### config.mk
export PLATFORM = sky130hd
export DESIGN_NAME = ctrl_ws
export DESIGN_NICKNAME = d
export VERILOG_FILES = /design/src/rtl/ctrl_ws.sv
export SDC_FILE = /design/constraint.sdc
export NUM_CORES = 1
export LEC_CHECK = 0
export CORE_ASPECT_RATIO = 0.9
export CORE_UTILIZATION = 35
export DETAILED_ROUTE_END_ITERATION = 6
export PLACE_DENSITY = 0.81
export SYNTH_ARGS = -nofsm -noshare
export SYNTH_HDL_FRONTEND = slang
export SYNTH_SLANG_ARGS = --single-unit
### constraint.sdc
create_clock -name clk -period 1.3 [get_ports clk]
set_clock_uncertainty 0.05 [all_clocks]
set_input_delay 0.195 -clock clk [delete_from_list [all_inputs] [get_ports clk]]
set_output_delay 0.195 -clock clk [all_outputs]
set_load 0.005 [all_outputs]
### src/rtl/ctrl_ws.sv
// Multi-cycle SISC control FSM with early exit for branches/NOOP and a memory ready handshake.
// Optional memory timeout into HALT is compiled in with `define CTRL_TIMEOUT_EN.
module ctrl_ws #(
  parameter int unsigned FLAG_W   = 4,
  parameter int unsigned WAIT_MAX = 16,
  parameter int unsigned WAIT_W   = 5
) (
  input  logic              clk,
  input  logic              rst_f,
  input  logic [3:0]        opcode,
  input  logic [FLAG_W-1:0] mm,
  input  logic [FLAG_W-1:0] stat,
  input  logic              mem_rdy,
  output logic              mem_req,
  output logic              dm_we,
  output logic              ir_load,
  output logic              pc_write,
  output logic              pc_sel,
  output logic              br_sel,
  output logic              pc_rst,
  output logic              rf_we,
  output logic              wb_sel,
  output logic              rb_sel,
  output logic [1:0]        alu_op,
  output logic              halted,
  output logic              err
);

  localparam logic [3:0] OpNoop = 4'd0;
  localparam logic [3:0] OpLod  = 4'd1;
  localparam logic [3:0] OpStr  = 4'd2;
  localparam logic [3:0] OpBra  = 4'd4;
  localparam logic [3:0] OpBrr  = 4'd5;
  localparam logic [3:0] OpBne  = 4'd6;
  localparam logic [3:0] OpBnr  = 4'd7;
  localparam logic [3:0] OpAlu  = 4'd8;
  localparam logic [3:0] OpHlt  = 4'd15;

  typedef enum logic [2:0] {
    StStart0, StStart1, StFetch, StDecode, StExecute, StMem, StWriteback, StHalt
  } state_e;

  state_e r_state, w_state_next;
  logic   r_err, w_err_set;
  logic   w_mask_zero, w_alu_imm, w_timeout;

  assign w_mask_zero = ~|(stat & mm);
  assign w_alu_imm   = (mm == FLAG_W'(8));

`ifdef CTRL_TIMEOUT_EN
  logic [WAIT_W-1:0] r_wait_cnt, w_wait_cnt_next;
  logic              w_waiting;

  assign w_waiting = ((r_state == StFetch) || (r_state == StMem)) && !mem_rdy;
  assign w_timeout = w_waiting && (r_wait_cnt == WAIT_W'(WAIT_MAX - 1));

  // Any cycle that is not a continuing wait leaves the counter at zero.
  always_comb begin
    w_wait_cnt_next = '0;
    if (w_waiting && !w_timeout) w_wait_cnt_next = r_wait_cnt + 1'b1;
  end

  always_ff @(posedge clk) begin
    if (!rst_f) r_wait_cnt <= '0;
    else        r_wait_cnt <= w_wait_cnt_next;
  end
`else
  logic w_unused_cfg;
  assign w_unused_cfg = ^{WAIT_MAX[0], WAIT_W[0]};
  assign w_timeout    = 1'b0;
`endif

  always_ff @(posedge clk) begin
    if (!rst_f) begin
      r_state <= StStart0;
      r_err   <= 1'b0;
    end else begin
      r_state <= w_state_next;
      if (w_err_set) r_err <= 1'b1;
    end
  end

  always_comb begin
    w_state_next = r_state;
    w_err_set    = 1'b0;
    mem_req      = 1'b0;
    dm_we        = 1'b0;
    ir_load      = 1'b0;
    pc_write     = 1'b0;
    pc_sel       = 1'b0;
    br_sel       = 1'b0;
    pc_rst       = 1'b0;
    rf_we        = 1'b0;
    wb_sel       = 1'b0;
    rb_sel       = 1'b0;
    alu_op       = 2'b10;
    halted       = 1'b0;
    err          = r_err;

    unique case (r_state)
      StStart0: begin
        pc_rst       = 1'b1;
        w_state_next = StStart1;
      end
      StStart1: begin
        pc_rst       = 1'b1;
        w_state_next = StFetch;
      end
      StFetch: begin
        mem_req = 1'b1;
        if (mem_rdy) begin
          ir_load      = 1'b1;
          pc_write     = 1'b1;
          w_state_next = StDecode;
        end else if (w_timeout) begin
          w_state_next = StHalt;
          w_err_set    = 1'b1;
        end
      end
      StDecode: begin
        case (opcode)
          OpNoop: w_state_next = StFetch;
          OpBra, OpBrr, OpBne, OpBnr: begin
            w_state_next = StFetch;
            // BNE/BNR branch on a clear masked status, BRA/BRR on a set one.
            if (((opcode == OpBne) || (opcode == OpBnr)) ? w_mask_zero : !w_mask_zero) begin
              pc_write = 1'b1;
              pc_sel   = 1'b1;
              br_sel   = (opcode == OpBra) || (opcode == OpBne);
            end
          end
          OpLod, OpStr, OpAlu: w_state_next = StExecute;
          OpHlt: w_state_next = StHalt;
          default: begin
            w_state_next = StHalt;
            w_err_set    = 1'b1;
          end
        endcase
      end
      StExecute: begin
        if (opcode == OpAlu) begin
          alu_op       = w_alu_imm ? 2'b01 : 2'b00;
          w_state_next = StWriteback;
        end else begin
          alu_op       = 2'b01;
          w_state_next = StMem;
        end
      end
      StMem: begin
        mem_req = 1'b1;
        alu_op  = 2'b01;
        dm_we   = (opcode == OpStr);
        if (mem_rdy) begin
          w_state_next = (opcode == OpStr) ? StFetch : StWriteback;
        end else if (w_timeout) begin
          w_state_next = StHalt;
          w_err_set    = 1'b1;
        end
      end
      StWriteback: begin
        rf_we        = 1'b1;
        rb_sel       = 1'b1;
        w_state_next = StFetch;
        if (opcode == OpAlu) alu_op = w_alu_imm ? 2'b01 : 2'b00;
        else                 wb_sel = 1'b1;
      end
      StHalt: halted = 1'b1;
    endcase

    // Reset is synchronous, so the present state may be stale while rst_f is low.
    if (!rst_f) begin
      mem_req  = 1'b0;
      dm_we    = 1'b0;
      ir_load  = 1'b0;
      pc_write = 1'b0;
      pc_sel   = 1'b0;
      br_sel   = 1'b0;
      pc_rst   = 1'b1;
      rf_we    = 1'b0;
      wb_sel   = 1'b0;
      rb_sel   = 1'b0;
      alu_op   = 2'b10;
      halted   = 1'b0;
      err      = 1'b0;
    end
  end

endmodule

Word-level counts from Yosys, hierarchy flattened
Index checks and enable logic that the tools add are counted.
- logic and storage cells: 77
- flip-flop bits (word level): 4
- bits of input ports: 15
- equal/unequal tests: 18
- multiplexer cells: 41
- bitwise logic cells: 1
- reduce and logical (&&, ||, !) cells: 15
- operator list (cell ; count):
    2-to-1 mux 1 bit ; 31
    case mux 3 bit (6 select lines) ; 1
    == test 4 x 3 -> 1 bit (second input constant) ; 4
    == test 3 bit (second input constant) ; 4
    == test 4 bit (second input constant) ; 3
    2-to-1 mux 3 bit ; 3
    OR reduction 9 bit ; 1
    OR reduction 4 bit ; 2
    == test 3 x 2 -> 1 bit (second input constant) ; 2
    2-to-1 mux 2 bit ; 3
    case mux 2 bit (3 select lines) ; 1
    case mux 3 bit (2 select lines) ; 1
    nonzero test 6 bit ; 1
    OR reduction 2 bit ; 3
    OR reduction 5 bit ; 1
    bitwise AND 4 bit ; 1
    == test 4 x 1 -> 1 bit (second input constant) ; 1
    == test 4 x 2 -> 1 bit (second input constant) ; 1
    logical NOT 4 bit ; 1
    != test 2 bit (second input constant) ; 2
    == test 3 x 1 -> 1 bit (second input constant) ; 1
    logical NOT 3 bit ; 1
    AND reduction 3 bit ; 1
    OR reduction 3 bit ; 1
    3 further kinds ; 4

Logic depth before layout (Yosys ltp)
- depth in word-level cells: 8
- gate-level depth with buffers: 5

Least setup slack after synthesis
Ideal clock, no wire load.
- path type: reg-to-output
- start: register r_state[1]
- end: output port pc_write
- stages on the path, launching flop included: 6
- required time: 1.055 ns
- arrival: 1.060 ns
- path slack: -0.005 ns
- cell sequence: dfxtp_1 buf_4 nand4b_4 a2111oi_4 nor2_2 o21ai_1
- cells in the longest elaborated chain, start to end: 3
- RTL lines (item ; line ; text):
    from (decl) ; 43 ; state_e r_state, w_state_next;
    from (signal assigned) ; 75 ; r_state <= StStart0;
    from (signal assigned) ; 78 ; r_state <= w_state_next;
    == test 3 x 2 -> 1 bit ; 100 ; unique case (r_state)
    case mux 1 bit (2 select lines) * ; 100 ;
    2-to-1 mux 1 bit * ; 171 ; if (!rst_f) begin
    to (decl) ; 17 ; output logic pc_write,
Mark *: on every way between the ends. The rest lies on a longest branch, timed or not.

Worst setup path after layout
- start: register r_state[0]
- end: output port pc_write
Same word-level chain as after synthesis.

==> results.toml <==
[outcome]
outcome = "finished, violations left"
violations = "negative setup slack"

[worst_setup_path]
regToRegStartpoint = "r_state[0]$_SDFFE_PN0P_"
end_kind = "primary output"
critPathMaxFanout = 4
worstSetupStartpointType = "register"
reg2reg_to = "r_state[2]$_SDFFE_PN0P_"
cp.arrival_ns = 1.40
cp-startpoint = "r_state[0]$_SDFFE_PN0P_"
critPathRequiredTime_ns = 1.05
r2r_cells = 6
setup.worst_path.class = "reg -> out"
crit_path_end = "pc_write"
r2r_slack_ns = -0.04

[synthesis]
yosysTopAreaCell = "dfxtp_1"
syn_avg_cell_area_sq_um = 7.79
synthFlopType = "dfxtp_1"
seq_area_frac_synth_pct = 13.5
yosys_warnings = 0
synthTopCellsByCount = "10 x nor2_1, 8 x o21ai_0, 5 x buf_4, 4 x dfxtp_1, 4 x nand2_1"
yosysMostFrequentCell = "nor2_1"
syn_inst = 76
synth_nets = 91
async_flop_share_pct = 0
ys_seq_elements = 4
ys_types = 36
synth_top_area_share_pct = 13.5
synth_edf_count = 0
synth_area_sq_um = 592
synth.top_cells.by_area = "dfxtp_1 14%, o21ai_0 6.8%, buf_4 6.3%"

[die]
io_pins = 29
die_y_um = 41.0
rows = 13
die_w_um = 45.3
start_util_pct = 39.1
die-area_sq_um = 1860
coreArea_sq_um = 1510

[timing]
slew_violations = 0
whs_ns = 0.440
relSlewSlack_pct = 78.7
fin_ws_ns = -0.344
setup_viol = 12
period_minus_slack_ns = 1.64
post-route-period-util_pct = 126
tightestPinTransition_ns = 0.318
max_freq_mhz = 608
hold_violations = 0
rsz0062_at_grt = "true"

[finish]
areaGrowthSynthToFinish_pct = 96.4
diodes = 0
finalNonFillerCells = 153
final_util_pct = 76.8
nets = 148
drive_gt1_share_pct = 61.8

[clock_network]
clk_latency_ns = 0.23
ctsHoldBuffers = 0
cts_root_buffer = "clkbuf_4"
cts_buffer_depth = 2
cts.sinks = 4
cts_inserted_buffers = 3
clk_pin_slew_ns = 0.04
h-tree-depth = 1
cts_tree = "built"

[power_and_ir_drop]
power_density_nw_per_um2 = 607
ir_drop_mv = 0.577
p_leak_nw = 0.555
power_uw = 705

[routing]
vias = 777
ant_nets = 0
wl_mm = 2.23
drcViolationCount = 0
routedWlPerCell_um = 14.6
drtPass1Iterations = 4
viasPerCell = 5.08
drtIter0Drc = 29

[hold_path]
min_path_type = "in -> reg"

[global_routing]
grt_pass1_wl_mm = 3.25
track_usage_pct = 25.3
overflow = 0
antenna_found_initial = 0
grt_pass1_vias = 758
grt_start_max_net_pins = 10

[placement]
place_inst = 137
routabilityCongestion = 0.892
dp_slack_ns = -0.904
port_buffers = 28
place_hpwl_mm = 1.49

[flow_run]
maxCapViolations = 0
sequential cells by signal (all words and copies together), names as in the netlist:
register  cells
r_state       3
r_err         1
kinds of logic (layout without fill, tap and decap cells):
kind of cell | count (synthesis) | after routing | synth area share [%]
buf+inv | 11 | 66 | 13.1
flops | 4 | 4 | 13.5
simple gates | 38 | 38 | 44.0
compound gates | 22 | 22 | 27.9
xor+xnor | 1 | 1 | 1.48
timing repair:
| action | CTS | global route |
|---|---|---|
| setup endpoints to repair | 18 | 15 |
| resized for setup | 118 | 7 |
| buffers inserted | 13 | 2 |
| pin swaps | 12 | 7 |
| cloned | 0 | 0 |
worst min-delay path by stage:
stage / startpoint / end / slack [ns] / depth (start not counted)
4_1_cts: opcode[2] / r_state[1]$_SDFFE_PN0P_ / 0.44 / 4
6_report: opcode[2] / r_state[1]$_SDFFE_PN0P_ / 0.44 / 4
5_1_grt: opcode[2] / r_state[1]$_SDFFE_PN0P_ / 0.44 / 4
2_1_floorplan: opcode[1] / r_state[1]$_SDFFE_PN0P_ / 0.35 / 3
3_3_place_gp: r_err$_SDFFE_PN0P_ / r_err$_SDFFE_PN0P_ / 0.48 / 2
3_5_place_dp: r_err$_SDFFE_PN0P_ / r_err$_SDFFE_PN0P_ / 0.49 / 2
metal layers:
layer	part of all wire (%)	global-route usage [%]
met5	0	0
met4	0.76	3.03
met1	40	24.4
met3	5.8	7.49
met2	53	54.7
power breakdown:
part	switching (mW)	internal, mW	leakage, nW
logic	0.177	0.219	0.507
registers	0.0183	0.140	0.0345
clock network	0.0479	0.103	0.0138
total	0.243	0.462	0.555
final cells by class:
cell class / count / area, sq um
Sequential cell: 4 / 88.8
Tap cell: 22 / 27.5
Fill cell: 113 / 350
Inverter: 2 / 7.51
Multi-Input combinational cell: 61 / 522
Clock buffer: 3 / 22.5
Timing Repair Buffer: 61 / 494
worst max-delay path: stages (launching register included):
cell     delay, ns
dfxtp_4       0.37
and4b_1       0.23
and4_1        0.21
nor2_2        0.04
buf_4         0.14
o21ai_1       0.05
buf_2         0.12
through the flow:
stage / TNS [ns] / instance area (sq um)
2_1_floorplan: 0 / 596
3_3_place_gp: -10.68 / 980
3_5_place_dp: -11.40 / 980
4_1_cts: -2.22 / 1140
5_1_grt: -3.24 / 1160
6_report: -2.44 / 1160
layout by cell type, fill, tap and decap left out, types with 3 or more instances in the layout:
master	instances
buf_4	22
buf_2	15
buf_6	12
nor2_1	8
dlygate4sd2_1	8
o21ai_0	4
o21ai_2	3
nor2_2	3
nand3b_1	3
clkbuf_4	3
No activity file was read; power rests on OpenSTA's default activity.
